### config.mk
export PLATFORM = sky130hd
export DESIGN_NAME = multicycle_controller
export DESIGN_NICKNAME = d
export VERILOG_FILES = /design/src/rtl/multicycle_controller.sv
export SDC_FILE = /design/constraint.sdc
export NUM_CORES = 1
export LEC_CHECK = 0
export ABC_AREA = 0
export ABC_CLOCK_PERIOD_IN_PS = 1900
export BUFFER_PORTS_ARGS = -buffer_cell sky130_fd_sc_hd__buf_4
export CAP_MARGIN = 20
export CORE_MARGIN = 8
export CORE_UTILIZATION = 40
export DETAILED_ROUTE_END_ITERATION = 8
export PLACE_DENSITY = 0.73
export SYNTH_ARGS = -nofsm -noshare
export SYNTH_HDL_FRONTEND = slang
export SYNTH_SLANG_ARGS = --single-unit
export TNS_END_PERCENT = 20
### constraint.sdc
create_clock -name clk -period 1.9 [get_ports clk]
set_input_delay 0 -clock clk [delete_from_list [all_inputs] [get_ports clk]]
set_output_delay 0 -clock clk [all_outputs]
set_load 0.1 [all_outputs]
### src/rtl/multicycle_controller.sv
// multicycle_controller
//
// Sequencing FSM for the multicycle RV32I core. A single memory and a single
// ALU are shared across the cycles of each instruction. This block decodes
// the fields latched in the instruction register and drives every datapath
// enable and mux select, one state per cycle.
//
// Ports
//   clk         rising-edge clock
//   reset       asynchronous, active-high; forces state Fetch
//   op          Instr[6:0]
//   funct3      Instr[14:12]
//   funct7b5    Instr[30]
//   Zero        ALU zero flag (used only in the branch state)
//   PCWrite     PC register enable
//   AdrSrc      memory address select: 0=PC, 1=Result
//   MemWrite    memory write strobe
//   IRWrite     instruction register / OldPC enable
//   RegWrite    register file write enable
//   ResultSrc   00=ALUOut, 01=Data, 10=ALUResult
//   ALUSrcA     00=PC, 01=OldPC, 10=RD1
//   ALUSrcB     00=RD2, 01=ImmExt, 10=constant 4
//   ImmSrc      00=I, 01=S, 10=B, 11=J
//   ALUControl  000 add, 001 sub, 010 and, 011 or, 101 slt
//   Retire      high in the final cycle of each instruction
//   dbg_state   current FSM state, for observation only
//
// Build option
//   MC_BNE_EN   when defined, bne (branch opcode, funct3=001) shares the
//               branch state with beq and the taken condition becomes
//               Zero ^ funct3[0]. When undefined, any branch-opcode
//               instruction other than beq is treated as illegal.
//
// Handshake: none. The controller free-runs; op/funct3/funct7b5 must be
// stable from Decode onward, which holds because IR is written only in Fetch.
//
// The state register is the only storage. All outputs are decoded from the
// state; PCWrite also depends on Zero, ALUControl/ImmSrc on op/funct, and
// Retire in Decode on whether the opcode is illegal.

module multicycle_controller (
  input  logic       clk,
  input  logic       reset,
  input  logic [6:0] op,
  input  logic [2:0] funct3,
  input  logic       funct7b5,
  input  logic       Zero,
  output logic       PCWrite,
  output logic       AdrSrc,
  output logic       MemWrite,
  output logic       IRWrite,
  output logic       RegWrite,
  output logic [1:0] ResultSrc,
  output logic [1:0] ALUSrcA,
  output logic [1:0] ALUSrcB,
  output logic [1:0] ImmSrc,
  output logic [2:0] ALUControl,
  output logic       Retire,
  output logic [3:0] dbg_state
);

  // ---------------------------------------------------------------------------
  // Opcodes
  // ---------------------------------------------------------------------------
  localparam logic [6:0] OP_LW  = 7'b0000011;
  localparam logic [6:0] OP_SW  = 7'b0100011;
  localparam logic [6:0] OP_R   = 7'b0110011;
  localparam logic [6:0] OP_I   = 7'b0010011;
  localparam logic [6:0] OP_BR  = 7'b1100011;
  localparam logic [6:0] OP_JAL = 7'b1101111;

  // ---------------------------------------------------------------------------
  // State and ALU operation encodings
  // ---------------------------------------------------------------------------
  typedef enum logic [3:0] {
    S_FETCH   = 4'd0,
    S_DECODE  = 4'd1,
    S_MEMADR  = 4'd2,
    S_MEMREAD = 4'd3,
    S_MEMWB   = 4'd4,
    S_MEMWR   = 4'd5,
    S_EXECR   = 4'd6,
    S_EXECI   = 4'd7,
    S_JAL     = 4'd8,
    S_ALUWB   = 4'd9,
    S_BEQ     = 4'd10
  } state_t;

  typedef enum logic [1:0] {
    ALUOP_ADD   = 2'b00,
    ALUOP_SUB   = 2'b01,
    ALUOP_FUNCT = 2'b10
  } aluop_t;

  state_t state;
  state_t state_next;

  // ---------------------------------------------------------------------------
  // Instruction classification
  // ---------------------------------------------------------------------------
  logic is_lw;
  logic is_sw;
  logic is_r;
  logic is_i;
  logic is_jal;
  logic is_branch;
  logic is_illegal;

  assign is_lw  = (op == OP_LW);
  assign is_sw  = (op == OP_SW);
  assign is_r   = (op == OP_R);
  assign is_i   = (op == OP_I);
  assign is_jal = (op == OP_JAL);

`ifdef MC_BNE_EN
  // beq and bne share the branch state; funct3[0] flips the condition.
  assign is_branch = (op == OP_BR) && ((funct3 == 3'b000) || (funct3 == 3'b001));
`else
  assign is_branch = (op == OP_BR) && (funct3 == 3'b000);
`endif

  assign is_illegal = ~(is_lw | is_sw | is_r | is_i | is_jal | is_branch);

  // ---------------------------------------------------------------------------
  // Next-state logic
  // ---------------------------------------------------------------------------
  always_comb begin
    state_next = S_FETCH;
    case (state)
      S_FETCH: state_next = S_DECODE;
      S_DECODE: begin
        if (is_lw || is_sw)   state_next = S_MEMADR;
        else if (is_r)        state_next = S_EXECR;
        else if (is_i)        state_next = S_EXECI;
        else if (is_jal)      state_next = S_JAL;
        else if (is_branch)   state_next = S_BEQ;
        else                  state_next = S_FETCH;  // illegal: retire, no writes
      end
      S_MEMADR:  state_next = is_lw ? S_MEMREAD : S_MEMWR;
      S_MEMREAD: state_next = S_MEMWB;
      S_MEMWB:   state_next = S_FETCH;
      S_MEMWR:   state_next = S_FETCH;
      S_EXECR:   state_next = S_ALUWB;
      S_EXECI:   state_next = S_ALUWB;
      S_JAL:     state_next = S_ALUWB;
      S_ALUWB:   state_next = S_FETCH;
      S_BEQ:     state_next = S_FETCH;
      default:   state_next = S_FETCH;
    endcase
  end

  // ---------------------------------------------------------------------------
  // State register
  // ---------------------------------------------------------------------------
  always_ff @(posedge clk or posedge reset) begin
    if (reset) state <= S_FETCH;
    else       state <= state_next;
  end

  assign dbg_state = state;

  // ---------------------------------------------------------------------------
  // Per-state control decode (before reset gating)
  // ---------------------------------------------------------------------------
  logic   pc_update;
  logic   branch;
  logic   adr_src_raw;
  logic   mem_write_raw;
  logic   ir_write_raw;
  logic   reg_write_raw;
  logic   retire_raw;
  logic   [1:0] result_src_raw;
  logic   [1:0] alu_src_a_raw;
  logic   [1:0] alu_src_b_raw;
  aluop_t alu_op;

  always_comb begin
    pc_update      = 1'b0;
    branch         = 1'b0;
    adr_src_raw    = 1'b0;
    mem_write_raw  = 1'b0;
    ir_write_raw   = 1'b0;
    reg_write_raw  = 1'b0;
    retire_raw     = 1'b0;
    result_src_raw = 2'b00;
    alu_src_a_raw  = 2'b00;
    alu_src_b_raw  = 2'b00;
    alu_op         = ALUOP_ADD;
    case (state)
      S_FETCH: begin
        ir_write_raw   = 1'b1;
        alu_src_b_raw  = 2'b10;       // PC + 4
        result_src_raw = 2'b10;       // ALUResult straight into PC
        pc_update      = 1'b1;
      end
      S_DECODE: begin
        // Branch target OldPC + imm is computed speculatively into ALUOut.
        alu_src_a_raw = 2'b01;
        alu_src_b_raw = 2'b01;
        retire_raw    = is_illegal;
      end
      S_MEMADR: begin
        alu_src_a_raw = 2'b10;
        alu_src_b_raw = 2'b01;
      end
      S_MEMREAD: begin
        adr_src_raw = 1'b1;
      end
      S_MEMWB: begin
        result_src_raw = 2'b01;
        reg_write_raw  = 1'b1;
        retire_raw     = 1'b1;
      end
      S_MEMWR: begin
        adr_src_raw   = 1'b1;
        mem_write_raw = 1'b1;
        retire_raw    = 1'b1;
      end
      S_EXECR: begin
        alu_src_a_raw = 2'b10;
        alu_op        = ALUOP_FUNCT;
      end
      S_EXECI: begin
        alu_src_a_raw = 2'b10;
        alu_src_b_raw = 2'b01;
        alu_op        = ALUOP_FUNCT;
      end
      S_JAL: begin
        // Link value OldPC + 4 is formed while the jump target in ALUOut
        // is loaded into the PC.
        alu_src_a_raw = 2'b01;
        alu_src_b_raw = 2'b10;
        pc_update     = 1'b1;
      end
      S_ALUWB: begin
        reg_write_raw = 1'b1;
        retire_raw    = 1'b1;
      end
      S_BEQ: begin
        alu_src_a_raw = 2'b10;
        alu_op        = ALUOP_SUB;
        branch        = 1'b1;
        retire_raw    = 1'b1;
      end
      default: begin
        pc_update = 1'b0;
      end
    endcase
  end

  // ---------------------------------------------------------------------------
  // Branch condition
  // ---------------------------------------------------------------------------
  logic taken;
`ifdef MC_BNE_EN
  assign taken = Zero ^ funct3[0];
`else
  assign taken = Zero;
`endif

  // ---------------------------------------------------------------------------
  // Output gating: while reset is high the state already reads Fetch, so the
  // selects show Fetch values, but every enable/strobe is held low.
  // ---------------------------------------------------------------------------
  assign PCWrite   = ~reset & (pc_update | (branch & taken));
  assign IRWrite   = ~reset & ir_write_raw;
  assign MemWrite  = ~reset & mem_write_raw;
  assign RegWrite  = ~reset & reg_write_raw;
  assign Retire    = ~reset & retire_raw;
  assign AdrSrc    = adr_src_raw;
  assign ResultSrc = result_src_raw;
  assign ALUSrcA   = alu_src_a_raw;
  assign ALUSrcB   = alu_src_b_raw;

  // ---------------------------------------------------------------------------
  // ALU decoder
  // ---------------------------------------------------------------------------
  always_comb begin
    ALUControl = 3'b000;
    case (alu_op)
      ALUOP_ADD: ALUControl = 3'b000;
      ALUOP_SUB: ALUControl = 3'b001;
      ALUOP_FUNCT: begin
        case (funct3)
          // sub only for R-type; addi with imm[10]=1 must stay an add.
          3'b000:  ALUControl = (op[5] & funct7b5) ? 3'b001 : 3'b000;
          3'b010:  ALUControl = 3'b101;
          3'b110:  ALUControl = 3'b011;
          3'b111:  ALUControl = 3'b010;
          default: ALUControl = 3'b000;
        endcase
      end
      default: ALUControl = 3'b000;
    endcase
  end

  // ---------------------------------------------------------------------------
  // Immediate format select, from the opcode in every state
  // ---------------------------------------------------------------------------
  always_comb begin
    ImmSrc = 2'b00;
    case (op)
      OP_SW:   ImmSrc = 2'b01;
      OP_BR:   ImmSrc = 2'b10;
      OP_JAL:  ImmSrc = 2'b11;
      default: ImmSrc = 2'b00;
    endcase
  end

endmodule
=== Yosys cells after proc, flatten, opt, wreduce, memory -nomap -nowiden ===
Index checks and enable logic that the tools add are counted.

* Equality and inequality tests: 21
* Bitwise gates (word level): 15
* Reduce and logical (&&, ||, !) cells: 13
* Muxes and demuxes: 22

{| class="wikitable"
|+ Operators by type and width
! operator !! count
|-
| $mux 4 || 5
|-
| $pmux 4 s5 || 1
|-
| $eq 4x3->1 const B || 4
|-
| $pmux 2 s2 || 4
|-
| $eq 7x6->1 const B || 2
|-
| $eq 7x7->1 const B || 2
|-
| $eq 4x4->1 const B || 3
|-
| $pmux 3 s4 || 1
|-
| $reduce_or 2->1 || 5
|-
| $eq 4x2->1 const B || 2
|-
| $reduce_or 4->1 || 2
|-
| $and 1x1->1 || 7
|-
| $eq 7x2->1 const B || 1
|-
| $eq 7x5->1 const B || 1
|-
| $mux 1 || 7
|-
| $eq 3x3->1 const B || 2
|-
| $or 1x1->1 || 6
|-
| $pmux 2 s3 || 1
|-
| $pmux 3 s2 || 1
|-
| $reduce_or 3->1 || 2
|-
| $eq 4x1->1 const B || 1
|-
| $logic_not 4->1 || 1
|-
| $eq 3x2->1 const B || 1
|-
| $logic_not 3->1 || 1
|-
| other kinds (7) || 8
|}

* Output and inout bits: 21
* Word-level logic and storage cells: 72
* Input port bits: 14
* Register bits: 4

=== Logic depth before layout (Yosys ltp) ===
Gate-level depths: netlist (run 1).

* Depth in word-level cells: 9
* Gate-level depth with buffers: 9
* Depth with buffers taken out: 8

=== Worst setup path before layout (run 1) ===
No wires, ideal clock.

* Path type: flip-flop to output port
* Start point: register state[0] (netlist: dbg_state[0])
* End point: output IRWrite
* Data arrival time: 5.086 ns
* Path buffers: 1
* Data required time: 1.900 ns
* Path slack: -3.186 ns
* Cell stages (with the launch flop): 4
* Path through: dfrtp_1 buf_2 nor4_1 and2_1

* Longest elaborated chain between the ends: 3

{| class="wikitable"
|+ Ends and longest elaborated chain
! item !! RTL line !! source
|-
| from (decl) || 95 || <nowiki>state_t state;</nowiki>
|-
| from (signal assigned) || 157 || <nowiki>else state <= state_next;</nowiki>
|-
| $logic_not 4->1 || 189 || <nowiki>case (state)</nowiki>
|-
| $mux 1 || 189 ||
|-
| $and 1x1->1 || 266 || <nowiki>assign IRWrite = ~reset & ir_write_raw;</nowiki>
|-
| to (decl) || 51 || <nowiki>output logic IRWrite,</nowiki>
|}

Every way passes these cells.

=== Final worst setup path (run 1) ===
* Start point: register state[0] (netlist: dbg_state[0])
* End point: output ALUControl[1]

* Longest elaborated chain between the ends: 5
* Elaborated cells on any way between the ends: 8
* Classes of those cells: eq/ne (5); mux (2); reduce/logical (1)

{| class="wikitable"
|+ Ends and longest elaborated chain
! item !! RTL line !! source
|-
| $eq 4x3->1 || 189 ||
|-
| $reduce_or 2->1 (no line) || -- ||
|-
| $pmux 2 s2 (*) || 189 ||
|-
| $eq 2x2->1 / $eq 2x1->1 (equally long branches) || 280 || <nowiki>case (alu_op)</nowiki>
|-
| $pmux 3 s2 (*) || 280 ||
|-
| to (decl) || 57 || <nowiki>output logic [2:0] ALUControl,</nowiki>
|}

Every way passes the cells marked *; elsewhere a longest branch is shown, timed or not.

==> summary.md, run 1 <==
| Metric | Value |
|---|---|
| Status | finished, final reports clean |
| Seq/Total Area, Yosys | 16.00% |
| Port Buffers | 34 |
| Setup slack after layout | 0.01428 ns |
| Synth Area in XOR/XNOR | 4.200% |
| Clk sinks | 4 |
| Pwr/cell area | 1157 mW/mm² |
| ANT cells | 0 |
| Slew Limit Fails | 0 |
| Cell row count | 14 |
| Share of cells above drive strength 1 | 61.60% |
| Hold Vio Cnt, Final | 0 |
| Max FO, Critical Path | 3 |
| Min-Delay Path Class | in2reg |
| Core area | 0.001489 mm² |
| Syn. warnings | 0 |
| GRT Overall Usage | 13.99% |
| Worst skew pair latency | 0.23 ns |
| CTS tree | built |
| Syn Inst Count | 85 |
| CTS Buf Count | 3 |
| Largest family of logic cells by synthesized area | simple AND/OR/NAND/NOR gates |
| Vias in the first global route | 853 |
| Area grow syn2layout | 83.00% |
| R2R depth | 4 |
| CTS H-tree lvls | 1 |
| Hold path cells | 3 |
| Post-place setup slack | 0.07244 ns |
| Starting Density | 42.02% |
| Net Count, Synth | 101 |
| Die H | 55.55 µm |
| Synth Area in Adders | 4.000% |
| Drt pass-1 iters | 5 |
| Final Power | 1.324 mW |
| Crit path launch type | flop |
| Setup TNS | 0 ns |
| Vias | 794 |
| Hold Slack | 0.1025 ns |
| CP Class | reg2out |
| Grt ovf | 0 |
| Routed len/inst | 15.26 µm |
| Number of flip-flops in the largest register | 4 |
| Die width | 55.55 µm |
| Slew HR | 78.69% |
| Unrepaired setup endpoints after global routing | yes |
| Inst Count DP | 135 |
| Final Non-Filler Cells | 141 |
| Crit. End Element | output port |
| Post-DP HPWL | 1671 µm |
| Fin nets | 143 |
| Die area | 0.003085 mm² |
| Top Ports | 35 |
| CTS Buffer Depth | 2 |
| Pin count of the biggest net entering global routing | 18 |
| Number of synthesized register bits | 4 |
| Area of the mapped netlist | 625.6 µm² |
| Fillers | 108 |
| Worst Path Required | 1.90 ns |
| Minimum clock period | 1.886 ns |
| Root Buffer | clkbuf_4 |
| Initial antenna violation count | 0 |
| Finished Cell Area | 0.001145 mm² |
| Post-synth cell types | 39 |
| Avg Synthesized Cell Area | 7.360 µm² |
| Final ANT Viol Nets | 0 |
| Simple-Gate Fraction of Synth Area | 41.80% |
| Clock skew | 0.001237 ns |
| Vias/cell | 5.631 |
| Endpoints failing setup | 0 |
| Mux cell area share after synthesis | 0% |
| Max VDD drop | 525.8 µV |
| Wirelength, routed | 2151 µm |
| Placed Instance Area | 0.001021 mm² |
| Fmax | 530.3 MHz |
| Reg clk slew, reported paths | 0.04 ns |
| Detailed-route DRC error count | 0 |
| Synth Area in Compound Gates | 22.80% |
| Slew @ Worst Pin | 0.3173 ns |
| Leak | 0.4734 nW |
| Max-cap check violation count | 0 |
| Final Wtd Congestion | 0.8415 |
| Util after Layout | 76.89% |
| Worst EP arrival | 1.89 ns |
| Period utilization | 99.25% |
| First-pass GRT wire length | 3726 µm |
| DR iter-0 viols | 15 |
## path summary, 6_finish.rpt
path / start / slack [ns] / endpoint
hold reg to reg: dbg_state[2] / 0.65 / dbg_state[2]
max in group asynchronous: reset / 1.42 / dbg_state[0]
min in group asynchronous: reset / 0.28 / dbg_state[1]
setup / recovery: dbg_state[0] / 0.01 / ALUControl[1]
setup reg to reg: dbg_state[0] / 0.49 / dbg_state[3]
hold / removal: op[0] / 0.10 / dbg_state[1]
## cell families (layout without fill, tap and decap cells)
kind of cell / after synthesis / in the layout
AO/OA/AOI/OAI: 19 / 19
XOR/XNOR: 3 / 3
adder cells (fa/ha/maj): 2 / 2
buffers and inverters: 12 / 52
flip-flops: 4 / 4
AND/OR/NAND/NOR: 45 / 45
## cells in the final DEF (no fill, tap or decap), types with 2 or more instances in the layout
master / netlist / final
nor3_2: 2 / 5
inv_2: 0 / 3
nor2_2: 0 / 3
nand3_1: 3 / 3
clkbuf_4: 0 / 3
dfrtp_4: 0 / 3
buf_12: 0 / 4
a21oi_1: 6 / 5
nor4_4: 0 / 3
xnor2_1: 3 / 3
o21ai_1: 1 / 2
buf_6: 1 / 2
nor2_1: 10 / 6
nand2b_1: 3 / 3
or3_1: 2 / 2
nand4_1: 2 / 2
buf_4: 1 / 36
inv_1: 6 / 3
nor3_4: 0 / 2
nand2_1: 5 / 4
## repair_timing
| action | 4_1_cts | 5_1_grt |
|---|---|---|
| hold buffers | 1 | 0 |
| endpoints found under the hold margin | 4 | 0 |
| endpoints found under the setup margin | 4 | 4 |
| buffers inserted | 1 | 1 |
| pin swaps | 1 | 5 |
| resized for setup | 8 | 15 |
## where the power goes
part / total (mW) / leakage, nW / switching [mW] / internal [mW]
clock: 0.108 / 0.0138 / 0.0371 / 0.0709
sequential: 0.120 / 0.0468 / 0.0142 / 0.106
combinational: 1.10 / 0.413 / 0.838 / 0.258
## Yosys cell counts
cell type / count / area [µm²]
nor2_1: 10 / 37.54
a21oi_1: 6 / 30.03
inv_1: 6 / 22.52
nand2_1: 5 / 18.77
nor3_1: 5 / 25.02
dfrtp_1: 4 / 100.1
buf_2: 3 / 15.01
nand2b_1: 3 / 18.77
nand3_1: 3 / 15.01
o21ai_0: 3 / 15.01
xnor2_1: 3 / 26.28
and2_1: 2 / 12.51
ha_1: 2 / 25.02
nand4_1: 2 / 12.51
nor3_2: 2 / 20.02
nor4_1: 2 / 12.51
or3_1: 2 / 12.51
a2111oi_2: 1 / 15.01
a21boi_0: 1 / 7.510
a31o_2: 1 / 8.760
a31oi_1: 1 / 6.260
a32oi_1: 1 / 8.760
a41o_1: 1 / 10.01
and3_1: 1 / 6.260
and4b_1: 1 / 10.01
buf_4: 1 / 7.510
buf_6: 1 / 11.26
clkbuf_8: 1 / 13.76
nand3b_1: 1 / 7.510
nor2b_1: 1 / 6.260
nor3b_1: 1 / 7.510
nor4_2: 1 / 12.51
nor4b_1: 1 / 8.760
o21a_1: 1 / 7.510
o21ai_1: 1 / 5.000
o21bai_1: 1 / 7.510
o31ai_4: 1 / 21.27
or2_1: 1 / 6.260
or3_4: 1 / 11.26
## per-layer routing
metal  track usage, %  up-vias  share of wire [%]
met2            23.24       36                 49
met5                0        -                  0
li1                 -      388                  -
met4            7.394        0                2.3
met1            15.31      366                 41
met3            4.566        4                7.9
## area by class of cell
class | count | area (µm²) | share of cell area (%)
clock buffer | 3 | 22.52 | 1.967
tap | 16 | 20.02 | 1.749
timing repair buffer | 43 | 382.9 | 33.44
multi-input combinational | 69 | 584.3 | 51.04
sequential | 4 | 112.6 | 9.836
inverter | 6 | 22.52 | 1.967
## worst max-delay path, stage by stage (launching register included)
cell	delay, ns
dfrtp_4	0.48
nor4_4	0.37
ha_1	0.36
nor3b_4	0.24
buf_12	0.20
Power figures use the tool's default switching activity.
==> run 2, diff against run 1 <==
SETUP_SLACK_MARGIN = 0.4   (was default)
==> summary.md, run 2 (synthesis gave the netlist of run 1 again) <==
| Metric | Value |
|---|---|
| Area grow syn2layout | 84.40% |
| Endpoints failing setup | 0 |
| Vias/cell | 5.662 |
| Finished Cell Area | 0.001154 mm² |
| Min-Delay Path Class | in2reg |
| Global Route met1 Usage | 15.84% |
| Worst EP arrival | 1.81 ns |
| Die width | 55.55 µm |
| Leak | 0.4755 nW |
| Number of flip-flops in the largest register | 4 |
| Post-DP HPWL | 1812 µm |
| Grt ovf | 0 |
| Starting Density | 42.02% |
| GRT Overall Usage | 14.73% |
| Max-cap check violation count | 0 |
| Pwr/cell area | 1138 mW/mm² |
| Slew @ Worst Pin | 0.2867 ns |
| Max VDD drop | 571.0 µV |
| Worst skew pair latency | 0.24 ns |
| Die area | 0.003085 mm² |
| Share of cells above drive strength 1 | 63.49% |
| Detailed-route DRC error count | 0 |
| Inst Count DP | 135 |
| Commonest non-fill, non-tap cell in the layout | buf_4 |
| Slew Limit Fails | 0 |
| Met3 Usage GRT | 4.338% |
| Busiest grt layer | met2 |
| CTS tree | built |
| Status | finished, final reports clean |
| DR iter-0 viols | 25 |
| Cell Chain, Critical Path | nor4_4 -> buf_4 -> ha_4 -> nor3b_4 -> buf_12 |
| Root Buffer | clkbuf_4 |
| Final Wtd Congestion | 0.8313 |
| Cell row count | 14 |
| Clk sinks | 4 |
| Met2 Use GR | 25.64% |
| Final Power | 1.313 mW |
| Vias | 804 |
| Hold Slack | 0.09795 ns |
| ANT cells | 0 |
| Die H | 55.55 µm |
| Unrepaired setup endpoints after global routing | yes |
| CP Class | reg2out |
| Max FO, Critical Path | 3 |
| Vias in the first global route | 834 |
| Drt pass-1 iters | 4 |
| Crit path launch type | flop |
| Core area | 0.001489 mm² |
| Fin nets | 144 |
| Initial antenna violation count | 0 |
| Fmax | 551.7 MHz |
| CP peak stage delay | 0.50 ns |
| First-pass GRT wire length | 3891 µm |
| Reg clk slew, reported paths | 0.04 ns |
| Period utilization | 95.39% |
| Final Non-Filler Cells | 142 |
| CTS Buf Count | 3 |
| Wirelength, routed | 2427 µm |
| Routed len/inst | 17.09 µm |
| Clock skew | 0.001613 ns |
| Top Ports | 35 |
| Worst Path Required | 1.90 ns |
| Crit. End Element | output port |
| Port Buffers | 34 |
| Placed Instance Area | 0.001021 mm² |
| Final ANT Viol Nets | 0 |
| Most frequent cells in the layout | 39 x buf_4, 6 x nor2_1, 5 x nor3_2, 5 x a21oi_1, 4 x nand2_1 |
| Pin count of the biggest net entering global routing | 17 |
| Minimum clock period | 1.812 ns |
| Slew HR | 80.62% |
| Hold Vio Cnt, Final | 0 |
| CTS Buffer Depth | 2 |
| Slowest cell on the critical path | dfrtp_4 |
| CTS H-tree lvls | 1 |
==> run 2: cell type report <==
cell class                 instances  area (µm²)
clock buffer                       3       22.52
inverter                           6       27.53
sequential                         4       112.6
fill                             114       335.3
tap                               16       20.02
multi-input combinational         69       601.8
timing repair buffer              44       369.1
==> run 2: where the power goes <==
part | total (mW) | internal, mW | switching [mW]
registers | 0.123 | 0.106 | 0.0165
logic | 1.08 | 0.248 | 0.832
clock network | 0.110 | 0.0709 | 0.0387
==> run 2: path summary, 6_finish.rpt <==
kind	start	to	slack, ns	cells past startpoint
hold reg to reg	dbg_state[3]	dbg_state[3]	0.67	2
min in group asynchronous	reset	dbg_state[2]	0.28	3
setup / recovery	dbg_state[2]	ALUControl[1]	0.09	5
max in group asynchronous	reset	dbg_state[1]	1.41	3
hold / removal	op[0]	dbg_state[1]	0.1	3
setup reg to reg	dbg_state[1]	dbg_state[1]	0.48	6
==> run 2: timing repair <==
item / CTS / global route
hold endpoints to repair: 4 / 0
hold buffers: 1 / 0
resized for setup: 18 / 4
gates cloned: 0 / 0
setup buffers: 1 / 2
pin swaps: 4 / 5
endpoints found under the setup margin: 13 / 15
==> run 2: through the flow <==
stage | worst slack, ns | util, % | setup TNS [ns]
after global routing | 0.04241 | 77.48 | 0
after CTS | 0.1042 | 75.88 | 0
after floorplan | -0.5888 | - | -3.540
final | 0.08757 | 77.48 | 0
after global placement | 0.2150 | 68.57 | 0
after detailed placement | 0.1201 | 68.57 | 0
==> run 2: per-layer routing <==
layer,vias up,routed length [µm],share of wire [%]
met4,0,54,2.2
met5,-,0,0
li1,390,-,-
met3,6,187,7.7
met2,37,1270,52
met1,371,915,38
==> run 2: critical path, delay by kind of cell, from the launching register on <==
family,cells,cell delay (ns)
flops,1,0.50
simple gates,2,0.48
buf+inv,2,0.37
fa+ha+maj,1,0.21
